==> config.mk <==
export PLATFORM = sky130hd
export DESIGN_NAME = encoder8to3_arb
export DESIGN_NICKNAME = d
export VERILOG_FILES = /design/src/rtl/encoder8to3_arb.sv
export SDC_FILE = /design/constraint.sdc
export NUM_CORES = 1
export LEC_CHECK = 0
export CORE_AREA = 3 3 45 47
export CTS_CLUSTER_SIZE = 28
export DETAILED_ROUTE_END_ITERATION = 6
export DIE_AREA = 0 0 48 50
export GPL_ROUTABILITY_DRIVEN = 0
export PLACE_DENSITY = 0.91
export SLEW_MARGIN = 20
export SYNTH_ARGS = -nofsm -noshare
export SYNTH_HDL_FRONTEND = slang
export SYNTH_SLANG_ARGS = --single-unit
==> constraint.sdc <==
create_clock -name clk -period 2.85 [get_ports clk]
set_input_delay 0.57 -clock clk [delete_from_list [all_inputs] [get_ports clk]]
set_output_delay 0.57 -clock clk [all_outputs]
set_load 0.01 [all_outputs]
==> src/rtl/encoder8to3_arb.sv <==
// Registered 8-to-3 priority encoder with request latching and a valid/ack handshake.
// Define ENC_ROTATE_PRIORITY_EN for round-robin priority; otherwise bit 7 always wins.
module encoder8to3_arb #(
    parameter bit EDGE_DETECT = 1'b0
) (
    input  logic       clk,
    input  logic       rst,
    input  logic       En,
    input  logic [7:0] req,
    input  logic [7:0] mask,
    input  logic       ack,
    output logic [2:0] code,
    output logic       valid,
    output logic       multi,
    output logic [7:0] pending
);

    typedef enum logic {
        IDLE  = 1'b0,
        OFFER = 1'b1
    } state_t;

    state_t     state;
    state_t     state_next;
    logic [7:0] req_d;
    logic [7:0] cap;
    logic [7:0] clr;
    logic [7:0] masked;
    logic [2:0] sel_idx;
    logic       sel_multi;
    logic       take_offer;
    logic       transfer;

    assign masked    = pending & mask;
    assign sel_multi = |(masked & (masked - 8'd1));
    assign transfer  = valid & ack;
    assign cap       = EDGE_DETECT ? (req & ~req_d) : req;
    assign clr       = transfer ? (8'h01 << code) : 8'h00;

`ifdef ENC_ROTATE_PRIORITY_EN
    logic [2:0] last_grant;

    always_ff @(posedge clk or posedge rst) begin
        if (rst) begin
            last_grant <= 3'd0;
        end else if (transfer) begin
            last_grant <= code;
        end
    end

    // Walk from lowest to highest priority so the last hit (L-1 first) sticks.
    always_comb begin
        sel_idx = 3'd0;
        for (int p = 7; p >= 0; p--) begin
            if (masked[last_grant - 3'd1 - 3'(p)]) begin
                sel_idx = last_grant - 3'd1 - 3'(p);
            end
        end
    end
`else
    always_comb begin
        sel_idx = 3'd0;
        for (int i = 0; i < 8; i++) begin
            if (masked[i]) begin
                sel_idx = 3'(i);
            end
        end
    end
`endif

    always_ff @(posedge clk or posedge rst) begin
        if (rst) begin
            req_d   <= 8'h00;
            pending <= 8'h00;
        end else begin
            req_d   <= req;
            pending <= (pending & ~clr) | cap;
        end
    end

    always_ff @(posedge clk or posedge rst) begin
        if (rst) begin
            state <= IDLE;
        end else begin
            state <= state_next;
        end
    end

    always_comb begin
        state_next = state;
        take_offer = 1'b0;
        case (state)
            IDLE: begin
                if (En && (|masked)) begin
                    take_offer = 1'b1;
                    state_next = OFFER;
                end
            end
            OFFER: begin
                if (ack) begin
                    state_next = IDLE;
                end
            end
            default: state_next = IDLE;
        endcase
    end

    // Offer registers stay frozen for the whole OFFER state regardless of En/mask/req.
    always_ff @(posedge clk or posedge rst) begin
        if (rst) begin
            code  <= 3'd0;
            multi <= 1'b0;
            valid <= 1'b0;
        end else if (take_offer) begin
            code  <= sel_idx;
            multi <= sel_multi;
            valid <= 1'b1;
        end else if (transfer) begin
            valid <= 1'b0;
        end
    end

endmodule

==> impl_metrics.yaml, run 1 <==
cells_and_area:
  diodes: 0
  finalNetCount: 130
  n_fill_cell: 151
  final_cells: 126
  drive_above_1_share: 0.0917
  postLayoutCoreUtil: 0.649
  area_delta_synth_final_pct: 52.6
  fin_area_um2: 1100
global_routing:
  grt_pass1_vias: 705
  overflow: 0
  grt_pass1_wl_um: 2970
  grt_use_total: 0.173
  grt_max_degree: 15
  antenna_found_initial: 0
timing:
  hold_viol: 0
  drv_slew: 0
  finalSetupViolations: 0
  finalSetupTns_ns: 0
  rsz0062_at_grt: "false"
  worst_slack_ns: 0.941
  fmax_ghz: 0.524
  slew_headroom: 0.646
  clock-skew-final_ns: 0.00300
  layout_min_cycle_time_ns: 1.91
  fin_crit_sh: 0.670
  worstMarginPinSlew_ns: 0.531
placement:
  dp_hpwl_um: 1570
  portBuffers: 32
  place_ws_ns: 0.786
  place_inst: 122
  placed_area_um2: 1060
route:
  drtIter0Drc: 10
  wl_um: 1920
  drc: 0
  wl_per_cell_um: 15.3
  ant_nets: 0
  routed_via_density: 5.57
  drt_first_pass_iters: 4
  via_count: 702
clocking:
  clock_latency_ns: 0.27
  clockRootBuffer: "clkbuf_4"
  clkTransAtPathRegs_ns: 0.09
  cts_setup_buffers: 0
  cts_tree: "built"
  cts_resized: 0
  cts_buffers: 3
  cts_hold_buf: 0
  cts_max_path_buffers: 2
  clock_sinks: 14
  ctsHtreeMaxLevel: 1
status:
  run_status: "finished, final reports clean"
setup_path:
  path_class: "reg2out"
  path_cells: "clkdlybuf4s50_1"
  cp_num_buf_inv: 1
  critPathMaxStageDelay_ns: 0.58
  crit_family: "buffers and inverters"
  endpoint_kind: "output pin"
  worstPathRequired_ns: 2.28
  cp.arrival_ns: 1.34
  critPathLaunchType: "register"
  cp_max_fo: 7
  cpMaxStageDelayCell: "clkdlybuf4s50_1"
synth:
  muxShareOfSynthArea: 0.0209
  synth_top_family_by_area: "compound AO/OA/AOI/OAI gates"
  syn_area_um2: 718
  yosysWarnings: 0
  syn_area_per_cell_um2: 9.84
  synth-adder-area-share: 0
  synth_compound_area_frac: 0.247
  synth_cell_types: 24
  synthCells: 73
  ys_seq_area_frac: 0.488
  synth_seq_cells: 14
  synth_simple_gate_area_frac: 0.233
  syn_nets: 93
  synth_xor_area_frac: 0
floorplanning:
  fp.dieW_um: 48
  initial_core_util: 0.425
  dieArea_um2: 2400
  core-area_um2: 1690
  die_h_um: 50
  io_pins: 33
  fp-row-count: 15
power:
  vdd_drop_max_uv: 233
  cellPowerDensity_nw_per_um2: 485
  p_leak_nw: 0.437
min_path:
  hold_path.class: "reg2reg"
job:
  drv_cap: 0
## final timing paths
path,endpoint,slack [ns],cells after the start,start
max in group asynchronous,pending[7]$_DFF_PP0_,1.87,2,rst
setup reg to reg,multi$_DFFE_PP0P_,1.34,4,pending[2]$_DFF_PP0_
hold / removal,state$_DFF_PP0_,0.50,1,state$_DFF_PP0_
min in group asynchronous,pending[1]$_DFF_PP0_,0.63,2,rst
setup / recovery,code[1],0.94,1,code[1]$_DFFE_PP0P_
hold reg to reg,state$_DFF_PP0_,0.50,1,state$_DFF_PP0_
## metrics by stage
stage	total power (W)	hold WS, ns
finish	0.000532	0.503
global route	0.000559	0.510
CTS	0.000536	0.499
detailed placement	0.000393	0.478
global placement	0.000387	0.460
floorplan	0.000309	0.445
## power breakdown
| group | switching [W] | internal, W | total, W |
|---|---|---|---|
| clock | 0.0000654 | 0.0000776 | 0.000143 |
| combinational | 0.0000608 | 0.0000831 | 0.000144 |
| sequential | 0.0000271 | 0.000218 | 0.000245 |
## logic make-up (layout without fill, tap and decap cells)
family / after synthesis / after routing
AND/OR/NAND/NOR: 31 / 31
AO/OA/AOI/OAI: 25 / 25
flip-flops: 14 / 14
buffers and inverters: 2 / 38
multiplexers: 1 / 1
## Yosys cell counts, drive strengths merged
cell	n	share of area
inv	2	0.010
dfrtp	14	0.49
nand2b	11	0.096
nor3	1	0.0070
a22oi	5	0.078
o21ai	9	0.063
nor2	3	0.016
o31ai	2	0.021
or2b	1	0.010
nand3	2	0.014
and2	2	0.021
a31oi	2	0.017
mux2	1	0.021
nand2	8	0.042
nand4	1	0.0087
and3	1	0.0087
a21o	2	0.021
nand3b	1	0.010
o22ai	1	0.0087
a21oi	4	0.038
## layer usage
metal,track usage,wire length (µm),vias up,share of wire
li1,-,-,337,-
met1,0.212,805,341,0.42
met2,0.286,992,20,0.52
met3,0.0401,94,4,0.049
met4,0.0538,31,0,0.016
met5,0,0,-,0
## state kept, by name (all words and copies together), names as in the netlist
name / count
pending: 8
code: 3
multi: 1
valid: 1
state: 1
## area by class of cell
class | instances | area [µm²] | area share
inverters | 2 | 7.51 | 0.00685
well taps | 17 | 21.3 | 0.0194
flip-flops and latches | 14 | 350 | 0.320
repair buffers | 32 | 320 | 0.292
clock buffers | 4 | 36.3 | 0.0331
multi-input cells | 57 | 360 | 0.329
## cells in the final DEF (no fill, tap or decap), drive strengths merged
| cell | count |
|---|---|
| nand3 | 2 |
| a21o | 2 |
| and3 | 1 |
| nand3b | 1 |
| and2 | 2 |
| nand2 | 8 |
| clkdlybuf4s50 | 32 |
| a31oi | 2 |
| a22oi | 5 |
| dfrtp | 14 |
| nor3 | 1 |
| clkbuf | 4 |
| a21oi | 4 |
| mux2 | 1 |
| o31ai | 2 |
| nor2 | 3 |
| inv | 2 |
| o22ai | 1 |
| or2b | 1 |
| o21ai | 9 |
| nand2b | 11 |
| nand4 | 1 |
Power figures use the tool's default switching activity.
==> run 2, diff against run 1 <==
Settings changed: CORE_AREA 3 3 45 47 to 3 3 47 49, DIE_AREA 0 0 48 50 to 0 0 50 52, PLACE_DENSITY 0.91 to 0.85.
Clock period 2.85 ns to 1.8 ns, I/O delays scaled along.
==> impl_metrics.yaml, run 2 (same netlist as run 1, synthesis figures left out) <==
cells_and_area:
  fin_area_um2: 1120
  final_cells: 137
  final_common_cell: "clkdlybuf4s50_1"
  mostFrequentLayoutCells: "32 x clkdlybuf4s50_1, 14 x dfrtp_1, 11 x nand2b_1, 9 x o21ai_0, 8 x nand2_1"
  regMostFlops: "pending"
  top_regs: "pending: 8 flops, code: 3 flops"
  largest_reg_flops: 8
  area_delta_synth_final_pct: 55.4
  finalNetCount: 131
  postLayoutCoreUtil: 0.587
  diodes: 0
  drive_above_1_share: 0.100
setup_path:
  cpMaxStageDelayCell: "clkdlybuf4s50_1"
  endpoint_kind: "output pin"
  cp.arrival_ns: 1.33
  worstPathRequired_ns: 1.44
  crit_family: "buffers and inverters"
  critPathLaunchType: "register"
  path_class: "reg2out"
  cp_num_buf_inv: 1
  r2r_start: "pending[2]$_DFF_PP0_"
  critPathMaxStageDelay_ns: 0.58
  r2r_cells: 4
  cp_max_fo: 7
  path_cells: "clkdlybuf4s50_1"
  r2r_end: "multi$_DFFE_PP0P_"
  rrSetupSlack_ns: 0.37
power:
  total_power_w: 0.000842
  p_leak_nw: 0.442
  cellPowerDensity_nw_per_um2: 755
  vdd_drop_max_uv: 357
route:
  wl_per_cell_um: 14.1
  drt_first_pass_iters: 4
  via_count: 701
  drc: 0
  ant_nets: 0
  drtIter0Drc: 12
  wl_um: 1930
  routed_via_density: 5.12
clocking:
  cts_hold_buf: 0
  clkTransAtPathRegs_ns: 0.08
  clock_sinks: 14
  clock_latency_ns: 0.28
  cts_buffers: 3
  clockRootBuffer: "clkbuf_4"
  cts_max_path_buffers: 2
  cts_tree: "built"
  cts_resized: 0
  ctsHtreeMaxLevel: 1
  cts_setup_buffers: 0
timing:
  finalSetupTns_ns: 0
  layout_min_cycle_time_ns: 1.69
  fmax_ghz: 0.592
  finalSetupViolations: 0
  rsz0062_at_grt: "false"
  worstMarginPinSlew_ns: 0.508
  clock-skew-final_ns: 0.00369
  hold_viol: 0
  drv_slew: 0
  slew_headroom: 0.661
  fin_crit_sh: 0.938
status:
  run_status: "finished, final reports clean"
placement:
  placed_area_um2: 1080
  place_inst: 133
  dp_hpwl_um: 1580
  portBuffers: 32
min_path:
  hold_path.class: "in2async"
floorplanning:
  initial_core_util: 0.378
  fp.dieW_um: 50
  io_pins: 33
  dieArea_um2: 2600
  fp-row-count: 16
  die_h_um: 52
  core-area_um2: 1900
global_routing:
  grt_use_total: 0.158
  antenna_found_initial: 0
  grt_pass1_wl_um: 3060
  overflow: 0
  grt_pass1_vias: 723
  grt_max_degree: 15
job:
  drv_cap: 0
## run 2: cell types whose count changed in the layout (fill, tap and decap cells not counted), sizes merged
cell	previous run	this run
buf	0	1
## run 2: layout make-up
type	count	area [µm²]
Fill cell	170	786
Sequential cell	14	350
Inverter	2	7.51
Timing Repair Buffer	33	328
Tap cell	27	33.8
Multi-Input combinational cell	57	360
Clock buffer	4	36.3
## run 2: layer usage
| metal | track usage | routed length [µm] | up-vias |
|---|---|---|---|
| li1 | - | - | 337 |
| met1 | 0.171 | 767 | 327 |
| met5 | 0 | 0 | - |
| met4 | 0.106 | 65 | 0 |
| met2 | 0.280 | 998 | 30 |
| met3 | 0.0287 | 97 | 7 |
## run 2: worst reg2reg max path: cells and delay by family, from the launching register on
family             cells  cell delay (ns)
DFF                    1             0.42
AOI/OAI and AO/OA      2             0.35
muxes                  1             0.32
and+or+nand+nor        1             0.27
## run 2: power breakdown
group | switching (W) | leakage, nW | internal, W
Combinational | 0.0000982 | 0.285 | 0.000134
Clock | 0.0000982 | 0.0210 | 0.000123
Sequential | 0.0000440 | 0.136 | 0.000345
Total | 0.000240 | 0.442 | 0.000602
## run 2: per-stage QoR
| step | hold WS, ns | setup slack (ns) |
|---|---|---|
| global placement | 0.468 | 0.0474 |
| floorplan | 0.249 | 0.406 |
| CTS | 0.424 | 0.104 |
| detailed placement | 0.485 | -0.0198 |
| global route | 0.461 | 0.0591 |
| finish | 0.402 | 0.111 |
## run 2: worst max path at each step
stage | startpoint | to | slack [ns] | cells past startpoint
5_1_grt | code[1]$_DFFE_PP0P_ | code[1] | 0.06 | 1
3_3_place_gp | mask[4] | code[1]$_DFFE_PP0P_ | 0.05 | 6
4_1_cts | code[1]$_DFFE_PP0P_ | code[1] | 0.10 | 1
3_5_place_dp | mask[5] | multi$_DFFE_PP0P_ | -0.02 | 6
2_1_floorplan | pending[2]$_DFF_PP0_ | multi$_DFFE_PP0P_ | 0.41 | 4
6_report | code[0]$_DFFE_PP0P_ | code[0] | 0.11 | 1
